**src/rtl/rr_arb_2ph.sv**
```systemverilog
// Two-port round-robin arbiter for two-phase (toggle) handshakes sharing one
// two-phase output channel. Async inputs are synchronized before use.

module rr_arb_2ph #(
    // Legal range 2..4.
    parameter int unsigned SYNC_STAGES = 2
) (
    input  logic       clk,
    input  logic       rstn,
    input  logic       r1,
    output logic       a1,
    input  logic       r2,
    output logic       a2,
    output logic       r,
    input  logic       a,
    output logic [1:0] gnt,
    output logic       busy,
    output logic       err
);

    typedef enum logic [0:0] {StIdle, StWait} state_e;

    state_e                 state_q, state_d;
    logic [SYNC_STAGES-1:0] r1_sync_q, r1_sync_d;
    logic [SYNC_STAGES-1:0] r2_sync_q, r2_sync_d;
    logic [SYNC_STAGES-1:0] a_sync_q, a_sync_d;
    logic                   r_q, r_d;
    logic                   a1_q, a1_d;
    logic                   a2_q, a2_d;
    logic [1:0]             gnt_q, gnt_d;
    logic                   busy_q, busy_d;
    logic                   err_q, err_d;
    // 0: port 1 completed last, 1: port 2 completed last.
    logic                   last_q, last_d;

    logic r1_s, r2_s, a_s;
    logic pend1, pend2;

    assign r1_sync_d = {r1_sync_q[SYNC_STAGES-2:0], r1};
    assign r2_sync_d = {r2_sync_q[SYNC_STAGES-2:0], r2};
    assign a_sync_d  = {a_sync_q[SYNC_STAGES-2:0], a};

    assign r1_s = r1_sync_q[SYNC_STAGES-1];
    assign r2_s = r2_sync_q[SYNC_STAGES-1];
    assign a_s  = a_sync_q[SYNC_STAGES-1];

    assign pend1 = r1_s ^ a1_q;
    assign pend2 = r2_s ^ a2_q;

    always_comb begin
        state_d = state_q;
        r_d     = r_q;
        a1_d    = a1_q;
        a2_d    = a2_q;
        gnt_d   = gnt_q;
        busy_d  = busy_q;
        err_d   = err_q;
        last_d  = last_q;

        unique case (state_q)
            StIdle: begin
                // Acknowledge toggling with nothing outstanding.
                if (a_s != r_q) begin
                    err_d = 1'b1;
                end
                if (pend1 || pend2) begin
                    r_d     = ~r_q;
                    busy_d  = 1'b1;
                    state_d = StWait;
                    if (pend1 && (!pend2 || last_q)) begin
                        gnt_d = 2'b01;
                    end else begin
                        gnt_d = 2'b10;
                    end
                end
            end
            StWait: begin
                if (a_s == r_q) begin
                    if (gnt_q[0]) begin
                        a1_d = ~a1_q;
                    end else begin
                        a2_d = ~a2_q;
                    end
                    last_d  = gnt_q[1];
                    gnt_d   = 2'b00;
                    busy_d  = 1'b0;
                    state_d = StIdle;
                end
            end
            default: state_d = StIdle;
        endcase
    end

    always_ff @(posedge clk or negedge rstn) begin
        if (!rstn) begin
            state_q   <= StIdle;
            r1_sync_q <= '0;
            r2_sync_q <= '0;
            a_sync_q  <= '0;
            r_q       <= 1'b0;
            a1_q      <= 1'b0;
            a2_q      <= 1'b0;
            gnt_q     <= 2'b00;
            busy_q    <= 1'b0;
            err_q     <= 1'b0;
            last_q    <= 1'b1;
        end else begin
            state_q   <= state_d;
            r1_sync_q <= r1_sync_d;
            r2_sync_q <= r2_sync_d;
            a_sync_q  <= a_sync_d;
            r_q       <= r_d;
            a1_q      <= a1_d;
            a2_q      <= a2_d;
            gnt_q     <= gnt_d;
            busy_q    <= busy_d;
            err_q     <= err_d;
            last_q    <= last_d;
        end
    end

    assign r    = r_q;
    assign a1   = a1_q;
    assign a2   = a2_q;
    assign gnt  = gnt_q;
    assign busy = busy_q;
    assign err  = err_q;

endmodule

```
**config.mk**
```make
export PLATFORM = sky130hd
export DESIGN_NAME = rr_arb_2ph
export DESIGN_NICKNAME = d
export VERILOG_FILES = /design/src/rtl/rr_arb_2ph.sv
export SDC_FILE = /design/constraint.sdc
export NUM_CORES = 1
export LEC_CHECK = 0
export ABC_AREA = 0
export CORE_MARGIN = 5
export CORE_UTILIZATION = 30
export DETAILED_ROUTE_END_ITERATION = 10
export GPL_ROUTABILITY_DRIVEN = 0
export PLACE_DENSITY_LB_ADDON = 0.12
export SKIP_CTS_REPAIR_TIMING = 1
export SLEW_MARGIN = 5
export SYNTH_ARGS = -nofsm -noshare
export SYNTH_HDL_FRONTEND = slang
export SYNTH_SLANG_ARGS = --single-unit
```
**constraint.sdc**
```tcl
create_clock -name clk -period 1.4 [get_ports clk]
set_clock_uncertainty 0.05 [all_clocks]
set_input_delay 0.21 -clock clk [delete_from_list [all_inputs] [get_ports clk]]
set_output_delay 0.21 -clock clk [all_outputs]
set_load 0.05 [all_outputs]
```
=== Word-level counts from Yosys, hierarchy flattened ===
Index checks and enable logic that the tools add are counted.

* Bits in latches: 0
* Input bits: 5
* Output and inout port bits: 7
* Register bits: 15
* Memories kept: 0
* ROM bits: 0
* RAM bits: 0

* Multipliers: 0
* Reduce and logical (&&, ||, !) cells: 10
* Bitwise logic cells: 7
* Shifts and indexed selects: 0
* Divide/modulo/power cells: 0
* Eq/ne operators: 4
* Magnitude comparators: 0
* Mux-type cells: 10
* Add/subtract/negate cells: 0

{| class="wikitable"
|+ Operators with widths
! kind !! count
|-
| 2-bit AND reduction || 4
|-
| 2-bit two-way mux || 3
|-
| 3-bit AND reduction || 2
|-
| 1-bit inverter || 5
|-
| 1-bit two-way mux || 4
|-
| 1-bit case mux with 2 select lines || 2
|-
| 2-bit case mux with 2 select lines || 1
|-
| 1-bit logical OR || 2
|-
| 2-bit by 1-bit inequality test with 1-bit output (second input constant) || 1
|-
| 2-bit inequality test (second input constant) || 1
|-
| 1-bit bitwise XOR || 2
|-
| 1-bit == test || 1
|-
| 1-bit logical AND || 1
|-
| 1-bit logical NOT || 1
|-
| 1-bit inequality test || 1
|}

=== Logic depth before layout (Yosys ltp) ===
Gate-level depths: netlist (run 1).

* Depth in word-level cells: 7
* Gate-level depth with buffers: 3

=== Worst setup path after synthesis (run 1) ===
No wires, ideal clock.

* Path type: register to register
* From: register a1_q, in the netlist a1
* To: register gnt_q[1], in the netlist gnt[1]
* Path buffers: 0
* Stages on the path, launching flop included: 4
* Data arrival time: 1.421 ns
* Slack: -0.196 ns
* Clock period less this slack: 1.596 ns
* Path through: dfrtp_1 > xnor2_1 > a21oi_2 > mux2_4

* Word-level cells in the longest chain between the ends: 5

{| class="wikitable"
|+ Ends and longest elaborated chain
! what !! line !! source
|-
| start: declaration || 28 || <nowiki>logic a1_q, a1_d;</nowiki>
|-
| start signal: assignment || 101 || <nowiki>a1_q <= 1'b0;</nowiki>
|-
| start signal: assignment || 113 || <nowiki>a1_q <= a1_d;</nowiki>
|-
| 1-bit bitwise XOR (*) || 47 || <nowiki>assign pend1 = r1_s ^ a1_q;</nowiki>
|-
| 1-bit logical AND || 70 || <nowiki>if (pend1 && (!pend2 || last_q)) begin</nowiki>
|-
| 2-bit two-way mux || 70 ||
|-
| 2-bit two-way mux || 66 || <nowiki>if (pend1 || pend2) begin</nowiki>
|-
| 2-bit case mux with 2 select lines || 60 || <nowiki>unique case (state_q)</nowiki>
|-
| end signal: assignment || 115 || <nowiki>gnt_q <= gnt_d;</nowiki>
|-
| end: declaration || 30 || <nowiki>logic [1:0] gnt_q, gnt_d;</nowiki>
|}

Every way passes the cells marked *; elsewhere a longest branch is shown, timed or not. The select of a mux whose other input is x is not followed.
A chain may end at the register's enable or synchronous reset.

=== Final worst setup path (run 1) ===
* From: register r_q, in the netlist r
* To: register last_q

* Word-level cells in the longest chain between the ends: 2

{| class="wikitable"
|+ Ends and longest elaborated chain
! what !! line !! source
|-
| start: declaration || 27 || <nowiki>logic r_q, r_d;</nowiki>
|-
| start signal: assignment || 112 || <nowiki>r_q <= r_d;</nowiki>
|-
| 1-bit == test || 78 || <nowiki>if (a_s == r_q) begin</nowiki>
|-
| 2-bit AND reduction (no line) || n/a ||
|-
| end signal: assignment || 118 || <nowiki>last_q <= last_d;</nowiki>
|-
| end: declaration || 34 || <nowiki>logic last_q, last_d;</nowiki>
|}

No other way between the ends.

==> summary.md, run 1 <==
The tool flagged a number of max-cap violations equal to 0. For this run, design rule violations remaining after detail routing come to 0. Leaving out fill and tap cells, the most frequent cells in the layout are 11 x sky130_fd_sc_hd__dfrtp_1, 7 x sky130_fd_sc_hd__buf_12, 4 x sky130_fd_sc_hd__clkdlybuf4s50_1, 4 x sky130_fd_sc_hd__buf_4. The logs give 0.189 ns for the final worst hold slack and 3 for the clock buffer count from CTS. The die outline height works out to 53.3 um.

The floorplan has 15 rows. Entering global routing, the biggest net connects 16 pins. Summing over every cut layer, the via total after detailed routing is 327.

The run gives 884 uW as the net switching power. The run gives 563 um2 as the cell area after synthesis. The run finished with clean final reports. The logs give 33.2% for the sequential fraction of design power and 1.37 mW for the internal power component.

The final hold violation count was 0. During I/O placement, the number of pins put on the boundary was 12. The met2 track utilization from global routing is 12.0%. The root buffer cell chosen for the clock tree is sky130_fd_sc_hd__clkbuf_4. The finished layout holds 80 standard cells, fillers aside.

The largest driver fanout on the critical path was 5. The met3 capacity usage during global routing came out at 3.38%. sky130_fd_sc_hd__dfrtp_1 takes more of the synthesized area than any other cell.

Compared with the post-synthesis result, the final layout area differs by 51.6%. The total nets after synthesis came out at 42. The total wire length was 952 um; the per-instance average area after synthesis was 15.2 um2. The number of cells after detailed placement was 76. The run gives 15 as the clock sink count. STA classifies the critical path startpoint as a flip-flop. The final count of pins violating max slew came out at 0. The share of power burned in the clock network is 10.8%.

The count of synthesis-stage warnings from yosys was 0. The run gives 0 as the number of antenna violations at the first check in global routing. At the end of the flow, the number of nets in the layout was 61. After the first detailed-routing iteration, the DRC count stood at 0.

The worst-case IR drop observed on VDD is 1.24 mV. Summing all placed instances gives a cell area of 805 um2. Headroom to the max-slew limit came out at 77.6%. 0 antenna diodes ended up in the layout. Clock latency on the worst-skew pair, taken at its later pin, is 0.28 ns. The highest clock rate was 748 MHz. Traced cell by cell, the critical path runs through xnor2_2, and2_4, mux2_4. By startpoint and endpoint, the worst setup path is classified as flip-flop to flip-flop.

Count of TritonRoute iterations in the first routing pass: 1. The clock transition time at the flip-flop clock pins of the worst setup and hold paths is 0.08 ns, and the count of buffers inserted at the top-level ports is 11. Cells with a size suffix above 1 make up 49.1% of the layout. The logs give 376 for the number of global-route vias before repair and 48.4% for the final standard cell utilization of the core.

Setup repair after global routing left no endpoint under its margin. The leading cell type in the layout, fill and taps excluded was sky130_fd_sc_hd__dfrtp_1. The worst hold path belongs to the class input port to asynchronous set/reset pin. Across every metal layer, demand over resource in global routing totals 8.39%.

The static power due to leakage is 0.373 nW. For this design the ratio of total power to cell area is 2640 nW/um2. Once the floorplan was initialized, standard cells occupied 31.9% of the core. The tools report the floorplan die area as 2840 um2.

After layout, the minimum clock period comes to 1.34 ns. Horizontal die dimension: 53.3 um. The run gives 0 ns as the setup total negative slack.

The HPWL after detailed placement is 716 um. The run gives 9.81% as the met1 capacity usage during global routing. After synthesis, the largest area contributor takes up 62.2% of total cell area.

For the worst setup path, the data required time is 1.56 ns. Ranked by total cell area, the synthesized netlist is headed by sky130_fd_sc_hd__dfrtp_1 62%, sky130_fd_sc_hd__xnor2_1 6.2%, sky130_fd_sc_hd__mux2_4 5.3%. The first global-routing pass estimated 1600 um of wire.

Measured slew at the worst slew-check pin: 0.336 ns. The logs give 0 for the residual overflow from global routing and 0 for the count of final setup violators. The finished cells cover 853 um2.

At the worst endpoint, the arrival time is 1.50 ns. Dividing the detail-routed wire length by the instance count gives 11.9 um. The H-tree depth was 1; the remaining antenna violation count was 0. For this run, the register share of the synthesized area comes to 66.9%. After synthesis the netlist holds a flip-flop and latch count of 15. The synthesized netlist contains 17 unique library cells. The kind of capture point of the worst setup path is a flip-flop.

Maximum root-to-sink buffer count: 2. The final worst-path cycle share was 95.4%. The average vias per placed instance came out at 4.09. Per report_power, the combinational group accounts for 56.0% of the total.

The slowest stage of the critical path belongs to the cell sky130_fd_sc_hd__dfrtp_2. After filler insertion, the fill cell instance count of the layout stands at 171. In the synthesized netlist, the number of instances is 37. The area of the core was 1760 um2; the proportion of total power due to net switching was 39.3%. TritonCTS built the clock tree.

Layer carrying the most global-route usage: met2. Biggest cell delay along the critical path: 0.46 ns.
==> worst paths after layout <==
path	from	end	slack, ns	cells after the start
worst min register to register	r2_sync_q[0]$_DFF_PN0_	r2_sync_q[1]$_DFF_PN0_	0.32	0
max in group asynchronous	rstn	last_q$_DFFE_PN1P_	0.87	2
worst max register to register	r$_DFFE_PN0P_	last_q$_DFFE_PN1P_	0.06	3
min in group clk	a	a_sync_q[0]$_DFF_PN0_	0.32	1
worst min-delay path	rstn	busy$_DFFE_PN0P_	0.19	2
worst max-delay path	r$_DFFE_PN0P_	last_q$_DFFE_PN1P_	0.06	3
==> routing by layer <==
metal / share of wire, % / up-vias
met5: 0 / -
met4: 0 / 0
met3: 6.1 / 0
met2: 50 / 9
met1: 44 / 157
li1: - / 161
==> cell usage after synthesis, drive strengths merged <==
master	count
nand2	1
nand3	2
clkbuf	1
o32ai	1
xnor2	5
dfstp	1
inv	2
o21bai	2
and2	1
a21boi	1
a21o	1
a21oi	1
a31oi	1
mux2	2
dfrtp	14
xor2	1
==> metrics by stage <==
step	setup slack, ns	power (mW)
CTS	0.0424	2.22
global route	0.00715	2.37
detailed placement	0.0616	1.97
finish	0.0640	2.25
floorplan	-0.0531	1.41
global placement	0.0774	1.96
==> sequential cells by signal, summed over array words and instances, names as in the netlist <==
signal / count
a_sync_q: 2
a2: 1
gnt: 2
state_q: 1
r1_sync_q: 2
err: 1
r: 1
a1: 1
last_q: 1
busy: 1
r2_sync_q: 2
==> worst max-delay path, delay by kind of cell (launching register included) <==
| kind | cells | cell delay (ns) |
|---|---|---|
| AND/OR/NAND/NOR | 1 | 0.22 |
| flip-flops | 1 | 0.46 |
| XOR/XNOR | 1 | 0.25 |
| multiplexers | 1 | 0.29 |
==> power groups by stage <==
stage          combinational, mW  clock (mW)  sequential, mW
2_1_floorplan              0.443           0           0.969
3_3_place_gp                1.23           0           0.735
3_5_place_dp                1.23           0           0.742
4_1_cts                     1.24       0.253           0.734
5_1_grt                     1.33       0.267           0.770
6_report                    1.26       0.242           0.747
==> area by class of cell <==
cell class	count	area, um2	share of cell area, %
Multi-Input combinational cell	19	198	23.2
Tap cell	25	31.3	3.67
Timing Repair Buffer	15	210	24.6
Clock buffer	4	26.3	3.08
Inverter	2	7.51	0.880
Sequential cell	15	380	44.6
==> cell families (layout without fill, tap and decap cells) <==
| group | after synthesis | in the layout | synth area share (%) |
|---|---|---|---|
| and+or+nand+nor | 4 | 4 | 4.00 |
| muxes | 2 | 2 | 5.33 |
| buffers and inverters | 3 | 21 | 2.00 |
| DFF | 15 | 15 | 66.9 |
| xor gates and xnor gates | 6 | 6 | 10.7 |
| AOI/OAI and AO/OA | 7 | 7 | 11.1 |
(Power assumes the default switching activity.)
==> run 2: changes to the inputs <==
--- a/config.mk
+++ b/config.mk
@@ -6,8 +6,9 @@
 export NUM_CORES = 1
 export LEC_CHECK = 0
 export ABC_AREA = 0
+export CAP_MARGIN = 10
 export CORE_MARGIN = 5
-export CORE_UTILIZATION = 30
+export CORE_UTILIZATION = 39
 export DETAILED_ROUTE_END_ITERATION = 10
 export GPL_ROUTABILITY_DRIVEN = 0
 export PLACE_DENSITY_LB_ADDON = 0.12
==> run 2 against run 1 <==
  * Combinational power barely moved
  * Sequential power fell by 1%
  * Sequential share of layout area rose by 1.3 points
  * First-iteration DRC count rose by 2
  * Register-to-register slack barely moved
  * Critical path depth did not move
  * Critical endpoint is now gnt[1]$_DFFE_PN0P_
  * Largest cell class unchanged
==> summary.md, run 2 (synthesis results as in run 1) <==
The worst min-delay path category was input port to asynchronous set/reset pin. The count of TritonRoute iterations in the first routing pass came out at 2 (+1). The remaining routing DRC violations is 0 (unchanged), and the final-stage net count is 61 (unchanged).

Floorplan row count: 13 (-2). The biggest cell delay along the critical path was 0.42 ns (-0.04 ns); the area overhead of the layout relative to synthesis was 47.3%. The number of global-route vias before repair is 339 (-9.8%).

Critical path startpoint category: a flip-flop. The total wire length came out at 875 um (-8.1%). The static power due to leakage came out at 0.365 nW (-2.1%). The highest clock rate is 744 MHz (-0.56%). The die outline height came out at 48.0 um (-10%).

The peak supply drop was 1.40 mV (+13%). The net switching power was 877 uW (-0.82%). The worst setup path is captured at a flip-flop. For the effective utilization at floorplan, the log shows 42.2% (+10 points).

The final count of pins violating max slew is 0 (unchanged). The library cell used most frequently in the layout, excluding fill and tap cells, is sky130_fd_sc_hd__dfrtp_1. The tools report the number of antenna repair diodes as 0 (unchanged). The starting DRC count in detailed routing was 2 (+2). The slowest cell on the critical path is sky130_fd_sc_hd__dfrtp_2. The share of power burned in combinational logic was 55.6% (-0.4 points). The clock buffer count from CTS was 3 (unchanged); the average vias per placed instance was 4.73 (+16%).

The run gives 0.0565 ns (-0.00748 ns) as the final critical-path setup slack. The total design power is 2.22 mW (-1.2%), and the sequential fraction of design power is 33.1% (about the same). The residual overflow from global routing came out at 0 (unchanged). The normalized max-slew margin is 79.8% (+2.3 points), and the number of antenna violations at the first check in global routing is 0 (unchanged). Setup repair after global routing left no endpoint under its margin.

The logs give 0.0612 ns (-0.000452 ns) for the worst setup slack before clock tree synthesis and 11.3% (+0.5 points) for the share of power burned in the clock network. The floorplan die area was 2300 um2 (-19%); the remaining antenna violation count was 0 (unchanged). The count of buffers inserted at the top-level ports was 11 (unchanged). The clock transition time at the flip-flop clock pins of the worst setup and hold paths works out to 0.09 ns (about the same). The worst endpoint data arrival time is 1.47 ns (-0.03 ns). The H-tree depth came out at 1 (unchanged). The measured slew at the worst slew-check pin is 0.300 ns (-0.0360 ns). The total number of vias was 331 (+1.2%); the overall track demand over capacity in global routing was 10.0% (+1.6 points). The run gives 0.29 ns (about the same) as the clock insertion delay at the later pin of the skew report.

The power density over the cells was 2680 nW/um2 (+1.6%). The tools report the required time at the worst-slack endpoint as 1.53 ns (-0.03 ns). TritonCTS built the clock tree. Critical path class: flip-flop to flip-flop. The number of max-cap violations came out at 0 (unchanged). The proportion of total power due to net switching is 39.5% (+0.17 points), and the fraction of final layout cells with drive strength greater than 1 is 49.1% (unchanged). The maximum root-to-sink buffer count is 2 (unchanged). The run gives 12 (unchanged) as the number of ports placed on the die boundary.

The area of the core is 1330 um2 (-24%). The number of fill cells was 107 (-37%). The kind of cell adding the most delay to the critical path was flip-flops. Final hold violation count: 0 (unchanged).

The count of final setup violators is 0 (unchanged), and the cell area after placement is 792 um2 (-1.6%). The final worst-path cycle share was 96.0% (+0.53 points). The run finished with clean final reports. The largest net degree at the start of global routing was 16 (unchanged). The tree is rooted in a sky130_fd_sc_hd__clkbuf_4.

Traced cell by cell, the critical path runs through xnor2_1, a21oi_2, mux2_4. The buffer and inverter count on the worst path works out to 0 (unchanged). The run gives 1.34 mW (-1.5%) as the internal power component. First-pass GRT wire length: 1480 um (-7.3%).

In the layout the commonest cells are 11 x sky130_fd_sc_hd__dfrtp_1, 7 x sky130_fd_sc_hd__buf_12, 4 x sky130_fd_sc_hd__clkdlybuf4s50_1, 4 x sky130_fd_sc_hd__buf_4. The horizontal die dimension works out to 48.0 um (-10%). The wire length per cell after detailed routing is 12.5 um (+5.0%), and the summed area of non-filler cells in the final layout is 830 um2 (-2.8%). The minimum period implied by the final worst setup slack works out to 1.34 ns (+0.00748 ns). The largest driver fanout on the critical path was 4 (-1); the clock sink count was 15 (unchanged).
==> run 2: cell types whose count changed in the layout (fill, tap and decap cells not counted) <==
cell                         before  now
sky130_fd_sc_hd__xnor2_2          3    2
sky130_fd_sc_hd__clkinvlp_4       0    1
sky130_fd_sc_hd__a21oi_2          0    1
sky130_fd_sc_hd__a21oi_4          1    0
sky130_fd_sc_hd__clkbuf_1         1    0
sky130_fd_sc_hd__xnor2_1          2    3
==> run 2: worst reg2reg max path, stage by stage, from the launching register on <==
cell and delay (ns):
sky130_fd_sc_hd__dfrtp_2 0.42, sky130_fd_sc_hd__xnor2_1 0.17, sky130_fd_sc_hd__a21oi_2 0.27, sky130_fd_sc_hd__mux2_4 0.33
==> run 2: cell type report <==
| cell class | count | area (um2) | area share, % |
|---|---|---|---|
| Clock buffer | 3 | 22.5 | 2.71 |
| Clock inverter | 1 | 7.51 | 0.905 |
| Inverter | 2 | 7.51 | 0.905 |
| Multi-Input combinational cell | 19 | 183 | 22.0 |
| Sequential cell | 15 | 380 | 45.9 |
| Tap cell | 15 | 18.8 | 2.26 |
| Timing Repair Buffer | 15 | 210 | 25.3 |
==> run 2: power by group through the flow <==
| stage | clock (mW) | sequential [mW] | combinational [mW] |
|---|---|---|---|
| 2_1_floorplan | 0 | 0.969 | 0.443 |
| 3_3_place_gp | 0 | 0.732 | 1.22 |
| 3_5_place_dp | 0 | 0.742 | 1.23 |
| 4_1_cts | 0.264 | 0.732 | 1.24 |
| 5_1_grt | 0.279 | 0.757 | 1.31 |
| 6_report | 0.251 | 0.736 | 1.23 |
==> run 2: per-stage QoR <==
step	TNS [ns]	util, %	hold slack (ns)	cells
finish	0	62.2	0.165	70
CTS	0	61.6	0.163	70
global placement	0	59.4	0.283	66
floorplan	-0.0531	-	-0.136	37
detailed placement	0	59.4	0.288	66
global route	0	62.2	0.180	70
==> run 2: path summary, 6_finish.rpt <==
kind                                        start                     end  slack (ns)  cells past startpoint
max                                a1$_DFFE_PN0P_      gnt[1]$_DFFE_PN0P_        0.06                      3
min                                          rstn      gnt[0]$_DFFE_PN0P_        0.17                      2
max reg2reg                        a1$_DFFE_PN0P_      gnt[1]$_DFFE_PN0P_        0.06                      3
min reg2reg                r1_sync_q[0]$_DFF_PN0_  r1_sync_q[1]$_DFF_PN0_        0.31                      0
max in group asynchronous                    rstn      last_q$_DFFE_PN1P_        0.90                      2
min in group clk                               r2  r2_sync_q[0]$_DFF_PN0_        0.30                      1
==> run 2: layer usage <==
layer	wire length, um	track usage, %	up-vias
met3	102	6.77	3
met5	0	0	-
met4	13	3.23	0
met2	389	15.3	13
met1	369	11.2	153
li1	-	-	162
==> run 3: changes to the inputs <==
--- a/config.mk
+++ b/config.mk
@@ -9,9 +9,11 @@
 export CAP_MARGIN = 10
 export CORE_MARGIN = 5
 export CORE_UTILIZATION = 39
+export CTS_CLUSTER_DIAMETER = 40
 export DETAILED_ROUTE_END_ITERATION = 10
 export GPL_ROUTABILITY_DRIVEN = 0
 export PLACE_DENSITY_LB_ADDON = 0.12
+export SETUP_SLACK_MARGIN = 0.05
 export SKIP_CTS_REPAIR_TIMING = 1
 export SLEW_MARGIN = 5
 export SYNTH_ARGS = -nofsm -noshare
==> run 3 against run 2 <==
  * Wire length rose by 16%
  * Sequential power rose by 7.5%
  * Design area rose by 3.2%
  * Die area did not move
  * Fmax rose by 2.6%
  * Combinational power barely moved
  * Global-route usage rose by 1.3 points
  * First-iteration DRC count fell by 100%
  * Worst hold slack got worse by 0.029 ns
  * Critical path depth did not move
  * Utilization rose by 2.0 points
  * Highest routed layer unchanged
==> summary.md, run 3 (synthesis results as in run 1) <==
The run finished with clean final reports. The normalized max-slew margin was 78.4% (-1.4 points). The starting DRC count in detailed routing was 0 (-2); the count of buffers inserted at the top-level ports was 11 (unchanged). The non-filler instance count after layout came out at 70 (unchanged). The number of ports placed on the die boundary came out at 12 (unchanged). For the floorplan die area, the log shows 2300 um2 (unchanged). Once detailed placement completed, the half-perimeter wirelength came to 774 um. The power density over the cells was 2670 nW/um2 (-0.13%); the number of max-cap violations was 0 (unchanged).

In the layout the commonest cells are 11 x sky130_fd_sc_hd__dfrtp_1, 7 x sky130_fd_sc_hd__buf_12, 4 x sky130_fd_sc_hd__clkdlybuf4s50_1, 4 x sky130_fd_sc_hd__buf_4. The worst min-delay path category was input port to asynchronous set/reset pin. The library cell used most frequently in the layout, excluding fill and tap cells, is sky130_fd_sc_hd__dfrtp_1.

The final-stage net count was 61 (unchanged). Setup repair after global routing left no endpoint under its margin. For the overall track demand over capacity in global routing, the log shows 11.3% (+1.3 points). The largest individual stage delay along the critical path comes from the cell sky130_fd_sc_hd__dfrtp_2.

The biggest cell delay along the critical path came out at 0.48 ns (+0.06 ns). The fraction of final layout cells with drive strength greater than 1 was 49.1% (unchanged). The final standard cell utilization of the core came out at 64.2% (+2.0 points). The critical path class was flip-flop to flip-flop.

The number of antenna repair diodes is 0 (unchanged). The run gives 1 (unchanged) as the H-tree depth. From synthesis to final layout, the design area changed by 52.0%.

For the largest net degree at the start of global routing, the log shows 10 (-6). The total number of vias was 330 (-0.30%). The clock insertion delay at the later pin of the skew report was 0.27 ns (-0.02 ns). The number of cells after detailed placement is 64 (-3.0%), and the number of global-route vias before repair is 399 (+18%). The final count of pins violating max slew came out at 0 (unchanged). The final worst-path cycle share was 93.5% (-2.5 points); the remaining routing DRC violations was 0 (unchanged). The area of the core was 1330 um2 (unchanged). STA classifies the critical path startpoint as a flip-flop. Average vias per placed instance: 4.71 (-0.30%).

The required time at the worst-slack endpoint is 1.56 ns (+0.03 ns), and the die outline height is 48.0 um (unchanged). The logs give 0.136 ns (-0.0290 ns) for the final worst hold slack and 0.375 nW (+2.6%) for the static power due to leakage. The count of TritonRoute iterations in the first routing pass came out at 1 (-1).

Clock buffer count from CTS: 3 (unchanged). The cell depth of the worst flop-to-flop path was 3 (unchanged); the floorplan row count was 13 (unchanged). The tools report the effective utilization at floorplan as 42.2% (unchanged). The count of final setup violators was 0 (unchanged); the maximum root-to-sink buffer count was 2 (unchanged).

The logs give 1700 um (+15%) for the first-pass GRT wire length and 0 (unchanged) for the remaining antenna violation count. TritonCTS built the clock tree. The kind of capture point of the worst setup path was a flip-flop.

Residual overflow from global routing: 0 (unchanged). The number of antenna violations at the first check in global routing was 0 (unchanged); the clock sink count was 15 (unchanged). The clock transition time at the flip-flop clock pins of the worst setup and hold paths is 0.08 ns (about the same). The wire length per cell after detailed routing is 14.5 um (+16%). The measured slew at the worst slew-check pin was 0.323 ns (+0.0228 ns); the final hold violation count was 0 (unchanged). Traced cell by cell, the critical path runs through xnor2_4, and2_4, mux2_4. Clock root buffer: sky130_fd_sc_hd__clkbuf_4. Horizontal die dimension: 48.0 um (unchanged).

The run gives 1.34 mV (-4.5%) as the peak supply drop. The largest driver fanout on the critical path is 5 (+1). The worst endpoint data arrival time is 1.47 ns (about the same). Highest clock rate: 764 MHz (+2.6%). Minimum period implied by the final worst setup slack: 1.31 ns (-0.0345 ns).

Total wire length: 1020 um (+16%).
run 3: changes by cell type in the layout (fill, tap and decap cells not counted), sizes merged:
cell / delta
clkinvlp: -1
clkbuf: +1
run 3: worst max-delay path: cells and delay by family, from the launching register on:
kind	cells	cell delay [ns]
xor+xnor	1	0.23
flops	1	0.48
mux	1	0.29
simple gates	1	0.19
run 3: metal layers:
layer | up-vias | GRT usage [%] | wire length (um)
met4 | 0 | 8.06 | 6
met2 | 9 | 19.3 | 518
met5 | - | 0 | 0
li1 | 159 | - | -
met1 | 160 | 12.0 | 424
met3 | 2 | 3.01 | 68
run 3: final timing paths:
path,from,endpoint,slack [ns]
worst max-delay path,r$_DFFE_PN0P_,last_q$_DFFE_PN1P_,0.09
worst min-delay path,rstn,a_sync_q[1]$_DFF_PN0_,0.14
worst max register to register,r$_DFFE_PN0P_,last_q$_DFFE_PN1P_,0.09
worst min register to register,r2_sync_q[0]$_DFF_PN0_,r2_sync_q[1]$_DFF_PN0_,0.30
max in group asynchronous,rstn,a2$_DFFE_PN0P_,0.71
min in group clk,r2_sync_q[0]$_DFF_PN0_,r2_sync_q[1]$_DFF_PN0_,0.30
run 3: power breakdown:
group	internal [mW]	switching, mW
clock	0.110	0.126
sequential	0.581	0.210
combinational	0.698	0.563
run 3: area by class of cell:
class	count	area [um2]
clock buffer	4	26.3
fill	97	478
inverter	2	7.51
multi-input combinational	19	213
sequential	15	380
tap	15	18.8
timing repair buffer	15	210
run 3: stage by stage:
step	TNS [ns]	setup WS (ns)	instance area [um2]	total power, mW
2_1_floorplan	-0.0382	-0.0382	593	1.47
3_3_place_gp	0	0.140	803	1.95
3_5_place_dp	0	0.113	803	2.00
4_1_cts	0	0.0963	830	2.24
5_1_grt	0	0.0531	856	2.40
6_report	0	0.0910	856	2.29
